<file path="src/rtl/people_counter_pkg.sv">
// Shared FSM encoding and sizing defaults for the people counter and its sensor channels.
// Build option: SENSOR_DEBOUNCE_EN selects the multi-cycle debounce in sensor_debounce.
package people_counter_pkg;

    typedef enum logic [1:0] {
        CLEAR     = 2'd0,
        ARMING    = 2'd1,
        BLOCKED   = 2'd2,
        RELEASING = 2'd3
    } deb_state_t;

    localparam int PCOUNT_W       = 3;
    localparam int MAX_COUNT_DEF  = 7;
    localparam int DEB_CYCLES_DEF = 4;
    localparam int DEB_CNT_W      = 4;

endpackage

</file>
<file path="src/rtl/people_counter_sensor_debounce.sv">
// One beam channel: 2-flop sync, CLEAR/ARMING/BLOCKED/RELEASING FSM, one-cycle event pulse.
// Latency: pulse 2+DEB_CYCLES cycles after first raw sample (3 when SENSOR_DEBOUNCE_EN undefined).
// No backpressure: the pulse is a fire-and-forget strobe.
module sensor_debounce
    import people_counter_pkg::*;
#(
    parameter int DEB_CYCLES = DEB_CYCLES_DEF
) (
    input  logic clk,
    input  logic reset,
    input  logic raw,
    output logic event_pulse
);

    logic       sync1;
    logic       s;
    logic       deb_done;
    logic       pulse_nxt;
    deb_state_t state;
    deb_state_t state_nxt;

    always_ff @(posedge clk or negedge reset) begin
        if (!reset) begin
            sync1 <= 1'b0;
            s     <= 1'b0;
        end else begin
            sync1 <= raw;
            s     <= sync1;
        end
    end

`ifdef SENSOR_DEBOUNCE_EN
    logic [DEB_CNT_W-1:0] cnt;
    logic [DEB_CNT_W-1:0] cnt_nxt;

    assign deb_done = (cnt == DEB_CNT_W'(DEB_CYCLES - 1));

    // Counts consecutive qualifying samples; any break or state change restarts it.
    always_comb begin
        cnt_nxt = '0;
        if (((state == ARMING) && s) || ((state == RELEASING) && !s)) begin
            cnt_nxt = deb_done ? '0 : cnt + 1'b1;
        end
    end

    always_ff @(posedge clk or negedge reset) begin
        if (!reset) begin
            cnt <= '0;
        end else begin
            cnt <= cnt_nxt;
        end
    end
`else
    // DEB_CYCLES is never 0, so a single qualifying sample completes the debounce.
    assign deb_done = (DEB_CYCLES != 0);
`endif

    always_comb begin
        state_nxt = state;
        pulse_nxt = 1'b0;
        case (state)
            CLEAR: begin
                if (s) state_nxt = ARMING;
            end
            ARMING: begin
                if (!s) begin
                    state_nxt = CLEAR;
                end else if (deb_done) begin
                    state_nxt = BLOCKED;
                    pulse_nxt = 1'b1;
                end
            end
            BLOCKED: begin
                if (!s) state_nxt = RELEASING;
            end
            RELEASING: begin
                if (s) begin
                    state_nxt = BLOCKED;
                end else if (deb_done) begin
                    state_nxt = CLEAR;
                end
            end
            default: state_nxt = CLEAR;
        endcase
    end

    always_ff @(posedge clk or negedge reset) begin
        if (!reset) begin
            state       <= CLEAR;
            event_pulse <= 1'b0;
        end else begin
            state       <= state_nxt;
            event_pulse <= pulse_nxt;
        end
    end

endmodule

</file>
<file path="src/rtl/people_counter.sv">
// Occupancy counter: debounced entry/exit channels feeding a saturating pcount register.
// Latency: pcount moves one cycle after its pulse; debounce depth set by SENSOR_DEBOUNCE_EN.
// No backpressure: simultaneous entry/exit pulses cancel.
module people_counter
    import people_counter_pkg::*;
#(
    parameter int DEB_CYCLES = DEB_CYCLES_DEF,
    parameter int MAX_COUNT  = MAX_COUNT_DEF
) (
    input  logic                clk,
    input  logic                reset,
    input  logic                entry_sensor,
    input  logic                exit_sensor,
    output logic                up_count,
    output logic                down_count,
    output logic [PCOUNT_W-1:0] pcount
);

    localparam logic [PCOUNT_W-1:0] MAX_PC = PCOUNT_W'(MAX_COUNT);

    sensor_debounce #(.DEB_CYCLES(DEB_CYCLES)) u_entry (
        .clk         (clk),
        .reset       (reset),
        .raw         (entry_sensor),
        .event_pulse (up_count)
    );

    sensor_debounce #(.DEB_CYCLES(DEB_CYCLES)) u_exit (
        .clk         (clk),
        .reset       (reset),
        .raw         (exit_sensor),
        .event_pulse (down_count)
    );

    always_ff @(posedge clk or negedge reset) begin
        if (!reset) begin
            pcount <= '0;
        end else if (up_count && !down_count && (pcount < MAX_PC)) begin
            pcount <= pcount + 1'b1;
        end else if (down_count && !up_count && (pcount != '0)) begin
            pcount <= pcount - 1'b1;
        end
    end

endmodule

</file>
<file path="config.mk">
export PLATFORM = sky130hd
export DESIGN_NAME = people_counter
export DESIGN_NICKNAME = d
export VERILOG_FILES = /design/src/rtl/people_counter_pkg.sv /design/src/rtl/people_counter_sensor_debounce.sv /design/src/rtl/people_counter.sv
export SDC_FILE = /design/constraint.sdc
export NUM_CORES = 1
export LEC_CHECK = 0
export CAP_MARGIN = 30
export CORE_AREA = 2 2 39 41
export CTS_BUF_LIST = sky130_fd_sc_hd__clkbuf_2 sky130_fd_sc_hd__clkbuf_4 sky130_fd_sc_hd__clkbuf_8
export CTS_CLUSTER_SIZE = 24
export DETAILED_ROUTE_END_ITERATION = 6
export DIE_AREA = 0 0 41 43
export PLACE_DENSITY = 0.71
export SLEW_MARGIN = 5
export SYNTH_ARGS = -nofsm -noshare
export SYNTH_HDL_FRONTEND = slang
export SYNTH_SLANG_ARGS = --single-unit
</file>
<file path="constraint.sdc">
create_clock -name clk -period 2.1 [get_ports clk]
set_input_delay 0.42 -clock clk [delete_from_list [all_inputs] [get_ports clk]]
set_output_delay 0.42 -clock clk [all_outputs]
set_load 0.02 [all_outputs]
</file>
Word-level counts from Yosys, hierarchy flattened --
Index checks and enable logic that the tools add are counted.
Storage, ports and cells: bits in registers 13, bits of input ports 4, output and inout port bits 5, logic and storage cells 50
Cells by class: add/sub/neg operators 2, $lt $le $gt $ge 1, eq/ne operators 10, muxes and demuxes 14, reductions and logical operators 14
Operators with widths (count):
- $mux 2 | 6
- $pmux 2 s3 | 2
- $eq 2x2->1 const B | 4
- $mux 3 | 2
- $eq 2x1->1 const B | 2
- $logic_and 1x1->1 | 4
- $logic_not 2->1 | 2
- $mux 1 | 4
- $ne 2x1->1 const B | 2
- $ne 2x2->1 const B | 2
- $reduce_and 2->1 | 2
- $reduce_or 2->1 | 2
- $add 3x1->3 const B | 1
- $lt 3x3->1 const B | 1
- $reduce_bool 3->1 | 1
- $sub 3x1->3 const B | 1
- $logic_not 1->1 | 2
- $reduce_bool 2->1 | 1

Depth between registers and ports, before layout --
Gate-level depths: netlist (run 1).
depth after elaboration 5, depth in mapped cells 8

Modules after synthesis --
Synthesis (run 1) repeated with hierarchy kept, for this count alone.
Unflattened totals: cells, all modules 54, area total of the unflattened synthesis 634.4 µm²
By module, submodules not included:
- sensor_debounce | times used 2, cells an instance 9, area an instance 162.7 µm², seq. area each 125.1 µm²
- people_counter | times used 1, cells an instance 36, area an instance 309.0 µm², seq. area each 75.1 µm²

Least setup slack after synthesis (run 1) --
Ideal clock, no wire load.
kind reg2reg, start point reg u_exit.event_pulse, end point reg pcount[2], setup time 0.131 ns, arrival 1.802 ns, required time 1.969 ns, setup slack 0.167 ns, cell stages (with the launch flop) 9, period minus slack after synthesis 1.933 ns, cell sequence dfrtp_1 -> buf_6 -> nor2b_1 -> nand2_1 -> fa_1 -> nor4b_1 -> a31oi_1 -> o21ai_1 -> a211oi_1
On the way: cells in the longest elaborated chain, start to end 4, elaborated cells on any way between the ends 7, those cells by class mux: 1; reduce/logical: 6
RTL lines:
- from (decl) | line people_counter_sensor_debounce.sv:12 | output logic event_pulse
- from (signal assigned) | line people_counter_sensor_debounce.sv:93 | event_pulse <= pulse_nxt;
- $logic_not 1->1 | line people_counter.sv:38 | end else if (up_count && !down_count && (pcount < MAX_PC)) begin
- $logic_and 1x1->1 (2 in a row) | line people_counter.sv:38
- $mux 3 / $reduce_bool 2->1 (equally long branches)
- to (signal assigned) | line people_counter.sv:39 | pcount <= pcount + 1'b1;
- to (signal assigned) | line people_counter.sv:41 | pcount <= pcount - 1'b1;
- to (decl) | line people_counter.sv:16 | output logic [PCOUNT_W-1:0] pcount
Several ways; a longest one is shown, not always the timed one. A chain may end at the register's enable or synchronous reset.

Final worst setup path (run 1) --
start point reg pcount[1], end point out pcount[1]
No word-level cell between the ends.

==> results of run 1 <==
==> how the worst max path moves through the flow <==
stage / startpoint / endpoint / slack [ns] / cells after the start
5_1_grt: pcount[1] / pcount[2] / 0.07 / 7
6_report: pcount[1] / pcount[1] / 0.20 / 1
3_5_place_dp: pcount[1] / pcount[2] / 0.24 / 7
3_3_place_gp: u_exit.event_pulse / pcount[2] / 0.28 / 7
2_1_floorplan: u_exit.event_pulse / pcount[2] / 0.17 / 8
4_1_cts: pcount[1] / pcount[1] / 0.18 / 1
==> where the power goes <==
group	internal (W)	leakage [nW]	switching, W
sequential	0.000326	0.160	0.0000799
combinational	0.000241	0.138	0.000244
clock	0.0000704	0.0177	0.0000794
==> stage by stage <==
| stage | power [W] | worst slack (ns) | hold slack [ns] |
|---|---|---|---|
| finish | 0.00104 | 0.203 | 0.352 |
| global route | 0.00114 | 0.0743 | 0.368 |
| CTS | 0.00106 | 0.179 | 0.353 |
| detailed placement | 0.000899 | 0.242 | 0.335 |
| global placement | 0.000883 | 0.283 | 0.336 |
| floorplan | 0.000778 | 0.167 | 0.124 |
==> synthesized netlist by cell type <==
library cell | instances | area [µm²]
nand3_1 | 1 | 5.00
buf_6 | 3 | 33.8
and2b_1 | 1 | 7.51
buf_4 | 1 | 7.51
a31oi_1 | 1 | 6.26
nand2_1 | 6 | 22.5
nor2_1 | 7 | 26.3
a21oi_1 | 3 | 15.0
nor4b_1 | 1 | 8.76
o22ai_1 | 2 | 12.5
inv_1 | 2 | 7.51
and2b_2 | 1 | 8.76
mux2_1 | 1 | 11.3
nor2b_1 | 1 | 6.26
o21ai_1 | 6 | 30.0
dfrtp_1 | 13 | 325
nor3b_1 | 3 | 22.5
a21o_1 | 1 | 7.51
a211oi_1 | 1 | 7.51
xnor2_1 | 3 | 26.3
nor3_1 | 2 | 10.0
fa_1 | 1 | 20.0
==> cell families (layout without fill, tap and decap cells) <==
group | after synthesis | in the layout
AOI/OAI and AO/OA | 14 | 14
xor gates and xnor gates | 3 | 3
adders and majority gates | 1 | 1
buffers and inverters | 6 | 17
DFF | 13 | 13
muxes | 1 | 1
and+or+nand+nor | 23 | 23
==> metal layers <==
metal	up-vias	wire, µm
met1	206	441
met3	0	35
li1	229	-
met2	9	476
met5	-	0
met4	0	0
==> cells in the final DEF, fill, tap and decap left out, drive strengths merged <==
| cell type | n |
|---|---|
| a211oi | 1 |
| a21o | 1 |
| o22ai | 2 |
| nand3 | 1 |
| nor4b | 1 |
| a21oi | 3 |
| inv | 2 |
| nor3b | 3 |
| clkinv | 1 |
| mux2 | 1 |
| clkdlybuf4s50 | 8 |
| clkbuf | 3 |
| buf | 3 |
| nand2 | 6 |
| nor2b | 1 |
| o21ai | 6 |
| dfrtp | 13 |
| xnor2 | 3 |
| a31oi | 1 |
| and2b | 2 |
| fa | 1 |
| nor3 | 2 |
| nor2 | 7 |
==> final cells by class <==
class,count,area [µm²]
inverters,2,7.51
clock inverters,1,5.00
clock buffers,3,22.5
repair buffers,11,103
fillers,129,647
well taps,16,20.0
flip-flops and latches,13,325
multi-input cells,42,254
==> summary.md, run 1 <==
| Metric | Value |
|---|---|
| Hold depth | `0` |
| Worst-margin pin slew | `0.560 ns` |
| GRT overflow | `0` |
| CTS tree | `done` |
| Crit-path slowest cell | `clkdlybuf4s50_1` |
| Reg2reg path depth | `7` |
| Met2 usage | `between 20% and 30%` |
| Synth warn | `0` |
| Worst setup SP type | `register` |
| Residual DRC | `0` |
| Unique masters post-synth | `22` |
| Pre-antenna DRT Iters | `4` |
| Slew headroom | `a little over three fifths` |
| Status | `completed` |
| Cell area after layout | `737 µm²` |
| Post-Syn Area per Cell | `between 10 and 15 µm²` |
| Sequential share of the synthesized area | `between 50% and 60%` |
| Clock buffer depth | `2` |
| RSZ-0062 raised after global routing | `no` |
| Syn Nets | `66` |
| Final Hold Fails | `0` |
| FF+latch count, synth | `13` |
| Met3 usage | `about 3.1%` |
| CP Max Fanout | `11` |
| DR vias | `approximately 440` |
| Via density | `between 5 and 6` |
| CP Capture Type | `primary output` |
| Hold EP | `u_exit.s` |
| First-pass GRT wire length | `between 1500 and 2000 µm` |
| Hpwl dp | `approximately 700 µm` |
| Largest family of logic cells by synthesized area | `simple AND/OR/NAND/NOR gates` |
| Violation count after the first detailed-routing iteration | `6` |
| Reg2Reg Setup Slack | `roughly 0.26 ns` |
| Mux cell area share after synthesis | `roughly 1.8%` |
| Total Wirelength | `953 µm` |
| VDD IR-drop max | `approximately 0.55 mV` |
| RR Endpoint | `pcount[2]` |
| Die height | `about 43 µm` |
| Setup TNS | `0 ns` |
| CP top delay family | `buffers and inverters` |
| Antenna violations before repair | `0` |
| CP peak stage delay | `roughly 0.67 ns` |
| Final Critical Period | `about 1.9 ns` |
| Setup Skew | `around 0.0026 ns` |
| R2R Path Start | `pcount[1]` |
| Cells after Synth | `61` |
| Placed standard-cell area | `about 700 µm²` |
| Fin util | `53.3%` |
| CORE AREA | `between 0.001 and 0.0015 mm²` |
| Clock Latency Late Sink | `between 0.2 and 0.3 ns` |
| Area grow syn2layout | `17.3%` |
| H-Tree Depth | `1` |
| Crit-path cells | `clkdlybuf4s50_1` |
| Buf+Inv Stages, Crit Path | `1` |
| Setup CP Type | `register to primary output` |
| Maxcap violations | `0` |
| Pwr per Cell Area | `1410 mW/mm²` |
| Nets@finish | `between 70 and 80` |
| N_diodes | `0` |
| Fin crit share | `approximately 90%` |
| IO Pins | `9` |
| Simple-Gate Fraction of Synth Area | `18.7%` |
| Fin cells | `slightly below 90` |
| Die W | `about 40 µm` |
| Slew Limit Fails | `0` |
| Worst-path clk slew | `around 0.080 ns` |
| Largest net degree at the start of global routing | `14` |
| Required @ worst endpoint | `1.68 ns` |
| All-Layer GR Usage | `around 15%` |
| GR Util met1 | `between 20% and 30%` |
| Synth Cell Area | `between 600 and 700 µm²` |
| CTS root buf | `clkbuf_4` |
| RePlAce Congestion | `between 0.7 and 0.8` |
| Hold Crit Start | `u_exit.sync1` |
| Number of port buffers | `8` |
| Row cnt | `14` |
| Placed Cells | `84` |
| Clock Sinks | `13` |
| WP data arrival | `between 1 and 1.5 ns` |
| Final setup violation count | `0` |
| CTS Hold Bufs | `0` |
| Layout cell share with drive strength beyond 1 | `between 10 and 15%` |
| Initial Utilization | `a little under half` |
| Die Area | `about 0.0018 mm²` |
| Most Used Layer, Global Route | `met2` |
| Wire length per cell | `between 10 and 15 µm` |
| Post-Synth Adder-Cell Area | `3.19%` |
| Vias in the first global route | `between 400 and 500` |
| Leakage | `0.316 nW` |
| Post-route ant nets | `0` |
| HP Class | `register to register` |
| Xor and xnor area share after synthesis | `4.18%` |
| Cts repair resizes | `0` |
| Synth Area in Compound Gates | `between 10 and 15%` |
| Fmax | `0.527 GHz` |
| Postcts setup bufs | `0` |
| TritonCTS Buffers | `3` |
(Power assumes the default switching activity.)
==> run 2, diff against run 1 <==
--- a/config.mk
+++ b/config.mk
@@ -12,7 +12,7 @@
 export DETAILED_ROUTE_END_ITERATION = 6
 export DIE_AREA = 0 0 41 43
 export PLACE_DENSITY = 0.71
-export SLEW_MARGIN = 5
 export SYNTH_ARGS = -nofsm -noshare
 export SYNTH_HDL_FRONTEND = slang
+export SYNTH_HIERARCHICAL = 1
 export SYNTH_SLANG_ARGS = --single-unit
==> summary.md, run 2 <==
| Metric | Value |
|---|---|
| Slew Limit Fails | `0 (unchanged)` |
| Setup CP Type | `register to register` |
| First-pass GRT wire length | `1990 µm (+10%)` |
| Fmax | `0.544 GHz (+3.1%)` |
| CP Capture Type | `register` |
| Residual DRC | `0 (unchanged)` |
| Top post-synthesis cells by area | `dfrtp_1 (51%), mux2_4 (4.7%), nor3b_1 (3.6%)` |
| Top_reg_cell synth | `dfrtp_1` |
| Hold EP | `u_exit/s` |
| N_diodes | `0 (unchanged)` |
| GRT overflow | `0 (unchanged)` |
| Most frequent cells in the layout | `dfrtp_1 (13), clkdlybuf4s50_1 (8), buf_4 (5), clkbuf_4 (4)` |
| Number of port buffers | `8 (unchanged)` |
| H-Tree Depth | `1 (unchanged)` |
| Postcts setup bufs | `0 (unchanged)` |
| Maxcap violations | `0 (unchanged)` |
| Slew headroom | `62.0% (-0.61 points)` |
| Crit-path slowest cell | `fa_1` |
| Die height | `43 µm (unchanged)` |
| Reg2Reg Setup Slack | `0.26 ns (about the same)` |
| Clock Latency Late Sink | `0.27 ns (about the same)` |
| Area grow syn2layout | `22.3%` |
| Antenna violations before repair | `0 (unchanged)` |
| Worst slack, placed | `0.270 ns (+0.0278 ns)` |
| CTS root buf | `clkbuf_4` |
| Synth Cell Area | `634 µm² (+1.0%)` |
| Status | `completed` |
| Cells after Synth | `54 (-11%)` |
| Largest net degree at the start of global routing | `14 (unchanged)` |
| CTS Hold Bufs | `0 (unchanged)` |
| Synth warn | `6 (+6)` |
| Violation count after the first detailed-routing iteration | `6 (unchanged)` |
| Pwr per Cell Area | `1450 mW/mm² (+2.6%)` |
| CORE AREA | `0.00138 mm² (unchanged)` |
| Power consumption | `0.00112 W (+8.0%)` |
| Vias in the first global route | `467 (+7.6%)` |
| Sequential share of the synthesized area | `51.3% (-0.51 points)` |
| Required @ worst endpoint | `2.26 ns (+0.58 ns)` |
| Crit-path cells | `nand3_1 > nand3_1 > fa_1 > or3b_1 > a21oi_1 > a211oi_1` |
| Final setup violation count | `0 (unchanged)` |
| Hold depth | `0 (unchanged)` |
| CP Max Fanout | `7 (-4)` |
| Syn Nets | `59 (-11%)` |
| Most common cell in the netlist | `dfrtp_1` |
| Most common cell after layout, fill and taps aside | `dfrtp_1` |
| Total Wirelength | `1050 µm (+10%)` |
| PnR worst setup slack | `0.260 ns (+0.0567 ns)` |
| IO Pins | `9 (unchanged)` |
| Wire length per cell | `12.7 µm (+17%)` |
| WP data arrival | `2.00 ns (+0.52 ns)` |
| Die W | `41 µm (unchanged)` |
| RePlAce Congestion | `0.630 (-11%)` |
| Reg2reg path depth | `6 (-1)` |
| Layout cell share with drive strength beyond 1 | `22.4% (+11 points)` |
| Initial Utilization | `45.8% (+0.45 points)` |
| Clock Sinks | `13 (unchanged)` |
| Synth top area share | `51.3% (-0.51 points)` |
| RR Endpoint | `pcount[1]` |
| Pre-antenna DRT Iters | `4 (unchanged)` |
| Synth top cells by count | `dfrtp_1 (13), buf_2 (3), nor3b_1 (3), o21ai_0 (3)` |
| Nets@finish | `73 (-6.4%)` |
| HP Class | `register to register` |
| Post-route ant nets | `0 (unchanged)` |
| Setup TNS | `0 ns (unchanged)` |
| Final Hold Fails | `0 (unchanged)` |
| VDD IR-drop max | `0.693 mV (+25%)` |
| Setup Skew | `0.00841 ns (+0.00584 ns)` |
| Worst-path clk slew | `0.08 ns (about the same)` |
| Hold Crit Start | `u_exit/sync1` |
| R2R Path Start | `pcount[1]` |
| CTS tree | `done` |
| Worst-margin pin slew | `0.569 ns (+0.00910 ns)` |
| RSZ-0062 raised after global routing | `no` |
| Die Area | `0.00176 mm² (unchanged)` |
| CP peak stage delay | `0.49 ns (-0.18 ns)` |
| Cts repair resizes | `0 (unchanged)` |
| Leakage | `0.337 nW (+6.7%)` |
| FFs w/ async S/R, synth | `100% (unchanged)` |
| Number of enable-type register cells in the synthesized netlist | `0 (unchanged)` |
| Final Critical Period | `1.84 ns (-0.0567 ns)` |
| Unique masters post-synth | `28 (+27%)` |
| Hpwl dp | `742 µm (+8.0%)` |
| Critical Path Most Common Cell | `nand3_1` |
| Clock buffer depth | `2 (unchanged)` |
| Fin crit share | `87.6% (-2.7 points)` |
| Synth area leader | `dfrtp_1` |
| FF+latch count, synth | `13 (unchanged)` |
| Worst setup SP type | `register` |
| Post-Syn Area per Cell | `11.7 µm² (+14%)` |
| Row cnt | `14 (unchanged)` |
| Via density | `5.37 (+6.5%)` |
| DR vias | `446 (+0.45%)` |
| TritonCTS Buffers | `3 (unchanged)` |
| All-Layer GR Usage | `16.8% (+1.7 points)` |
run 2: final cells by class:
cell class	instances	area (µm²)
clock buffers	4	30.0
fillers	122	608
inverters	2	7.51
multi-input cells	35	275
flip-flops and latches	13	325
well taps	16	20.0
repair buffers	13	118
run 2: where the power goes:
part           internal [W]  leakage, nW  total (W)  switching (W)
Sequential         0.000329        0.161   0.000398      0.0000687
Combinational      0.000303        0.157   0.000564       0.000261
Clock             0.0000864       0.0184   0.000163      0.0000763
Total              0.000718        0.337    0.00112       0.000406
run 2: cells by family after synthesis:
group / count (synthesis) / share of synthesized area (%)
compound gates: 10 / 10.7
xor+xnor: 3 / 4.14
fa+ha+maj: 1 / 3.16
buf+inv: 6 / 5.33
flops: 13 / 51.3
mux: 3 / 6.51
simple gates: 18 / 18.9
run 2: worst max-delay path by stage:
stage / start / endpoint / slack, ns / cells past startpoint
2_1_floorplan: pcount[0] / pcount[1] / 0.13 / 7
3_3_place_gp: pcount[1] / pcount[1] / 0.28 / 6
3_5_place_dp: pcount[1] / pcount[1] / 0.27 / 6
4_1_cts: pcount[0] / pcount[0] / 0.25 / 2
5_1_grt: pcount[0] / pcount[0] / 0.16 / 2
6_report: pcount[1] / pcount[1] / 0.26 / 6
run 2: metal layers:
layer  part of all wire [%]  track usage, %  routed length [µm]  vias to the layer above
met1                     49            22.6                 514                      214
li1                       -               -                   -                      220
met2                     46            24.1                 483                       12
met5                      0               0                   0                        -
met4                      0            2.00                   0                        0
met3                    5.2            9.42                  55                        0
run 2: per-stage QoR:
step	std cells	instance area (µm²)	utilization [%]	hold slack [ns]
final	83	776	56.1	0.364
after global routing	83	776	56.1	0.376
after CTS	83	776	56.1	0.368
after detailed placement	79	746	53.9	0.342
after global placement	79	746	53.9	0.335
after floorplan	54	634	-	0.124
run 2: critical path: cells and delay by family (launching register included):
family                   cells  cell delay (ns)
AND/OR/NAND/NOR              3             0.57
adder cells (fa/ha/maj)      1             0.49
flip-flops                   1             0.46
AO/OA/AOI/OAI                2             0.21
==> RTL change: new RTL, settings of run 1 <==
Register the inputs `entry_sensor` and `exit_sensor` before use. The logic sees them one clock later.
--- a/src/rtl/people_counter.sv
+++ b/src/rtl/people_counter.sv
@@ -19,8 +19,16 @@
     localparam logic [PCOUNT_W-1:0] MAX_PC = PCOUNT_W'(MAX_COUNT);
 
+    logic entry_sensor_q;
+    logic exit_sensor_q;
+
+    always_ff @(posedge clk) begin
+        entry_sensor_q <= entry_sensor;
+        exit_sensor_q  <= exit_sensor;
+    end
+
     sensor_debounce #(.DEB_CYCLES(DEB_CYCLES)) u_entry (
         .clk         (clk),
         .reset       (reset),
-        .raw         (entry_sensor),
+        .raw         (entry_sensor_q),
         .event_pulse (up_count)
     );
@@ -29,5 +37,5 @@
         .clk         (clk),
         .reset       (reset),
-        .raw         (exit_sensor),
+        .raw         (exit_sensor_q),
         .event_pulse (down_count)
     );
Function: changed (Yosys sat finds a counterexample within 10 cycles, from zero or initial values and one cycle with reset low).
==> RTL change against run 1 <==
- maximum frequency down 1.6%
- sequential cell count up 2
- worst setup slack worse by 0.031 ns
- clock skew about the same
- synthesized area up 6.4%
- cell area up 6.8%
- synthesized cell count up 3.3%
- routed wire length up 8.2%
- power up 7.0%
- sequential power up 9.4%
- non-clock buffer count up 1
- largest power group unchanged
==> RTL change: results (changes against run 1) <==
The distinct cell type count after synthesis was 23 (+4.5%). The weighted congestion at the end of routability-driven global placement came to 0.610 (-13%). Of all power groups, the one with the highest power is combinational logic. The number of antenna violations at the first check in global routing is 0 (unchanged). The met1 track demand over resource in global routing is 18.6% (-1.9 points). The sequential share of power came out at 39.8% (+0.8 points). The cell leakage power was 0.338 nW (+7.2%). The number of design-rule violations left by the first detailed-router iteration is 3 (-3). The worst register-to-register path begins at u_exit.event_pulse. The portion of synthesized cell area occupied by the leading cell type came out at 48.7% (-3.1 points).

The cell-internal power came out at 0.701 mW (+9.9%). The multiplexer share of the synthesized area was 1.69% (-0.11 points). The share of layout cells above drive strength 1 came out at 12.0% (+0.89 points). The worst supply voltage drop on vdd came out at 0.631 mV (+14%). The max-cap check violation count came to 0 (unchanged). The combined global-route utilization of all metal layers came out at 14.7% (-0.29 points).

The combinational gate power is 0.498 mW (+3%). The worst hold path belongs to the class reg2reg. The stage delay of the slowest cell on the critical path is 0.60 ns (-0.07 ns). The power dissipated in sequential cells came out at 0.444 mW (+9.4%). The critical-path maximum fanout is 7 (-4).

The worst setup timing slack at the placement stage came out at 0.278 ns (+0.0361 ns). The post-synthesis xor/xnor area fraction came to 3.93% (-0.25 points). The synthesized netlist net count is 68 (+3.0%). The total detailed-routing wirelength is 1.03 mm (+8.2%).

On the critical path, the stage with the largest delay is an instance of clkdlybuf4s50_1. The run finished with clean final reports. The wire length on met1 came out at 476 µm (+7.9%). The wire length of the first global-routing pass came out at 1.61 mm (-11%). The final antenna diode count is 0 (unchanged). The buffer cell driving the clock tree root is clkbuf_4.

The total met3 wirelength after detailed routing came to 29 µm (-17%). The post-route clock skew came out at 0.00240 ns (-0.000173 ns). The data arrival time of the critical path came out at 1.51 ns (+0.03 ns).

In the post-synthesis netlist, the biggest area contributors are dfrtp_1 49%, dfxtp_1 6.0%, buf_6 5.1%, o21ai_1 4.5%, nor2_1 3.9%. The met3 usage came to 4.71% (+1.6 points). At the later pin of the worst-skew pair, clock insertion delay measures 0.28 ns.

The largest net degree at the start of global routing is 14 (unchanged). The actual slew at the worst max-slew pin came out at 0.551 ns (-0.00844 ns). The deepest level of the CTS H-tree came out at 1 (unchanged).

Routed signal wires occupy layers up through met4. The total of fill cells in the finished design is 116 (-10%). The placed wire-length estimate came out at 762 µm (+11%). The worst reg2reg path endpoint is pcount[2]. The length of routed met2 wiring was 502 µm (+5.5%). The vias after detailed routing came out at 463 (+4.3%). The number of nets in the layout came out at 81 (+3.8%). The standard cell area after detailed placement came out at 757 µm² (+6.7%). The proportion of synthesized flip-flops having asynchronous set or reset came out at 86.7% (-13 points). The worst hold path startpoint is entry_sensor_q. The post-synthesis compound-gate area fraction is 11.8% (-0.75 points). The met2 layer usage reported by global route came out at 19.7% (-2.8 points). The number of global-route vias before repair came out at 388 (-11%). The post-synthesis sequential area ratio came out at 54.7% (+2.9 points). The worst hold path terminates at u_entry.sync1. The post-synthesis share of cell area spent on full adders, half adders and majority gates is 3.00% (-0.19 points). The worst hold slack after final layout is 0.332 ns (-0.0197 ns).

The first-pass iteration count of the detailed router is 2 (-2).
-- RTL change: cell types whose count changed after synthesis, sizes merged --
cell   delta
dfxtp     +2
-- RTL change: area by class of cell --
type | instances | area [µm²] | area share, %
multi-input combinational | 42 | 254 | 32.3
sequential | 15 | 365 | 46.4
tap | 16 | 20.0 | 2.54
clock buffer | 4 | 30.0 | 3.82
timing repair buffer | 12 | 110 | 14.0
inverter | 2 | 7.51 | 0.954
-- RTL change: stage by stage --
stage,instances,utilization [%]
floorplan,63,-
global placement,87,54.7
detailed placement,87,54.7
CTS,91,56.9
global route,91,56.9
finish,91,56.9
-- RTL change: worst max-delay path by stage --
stage,slack [ns],startpoint,endpoint,cells after the start
2_1_floorplan,0.17,u_exit.event_pulse,pcount[2],8
3_3_place_gp,0.33,u_entry.event_pulse,pcount[2],7
3_5_place_dp,0.28,u_exit.event_pulse,pcount[2],7
4_1_cts,0.15,pcount[1],pcount[1],2
5_1_grt,0.09,pcount[1],pcount[1],2
6_report,0.17,pcount[1],pcount[1],2
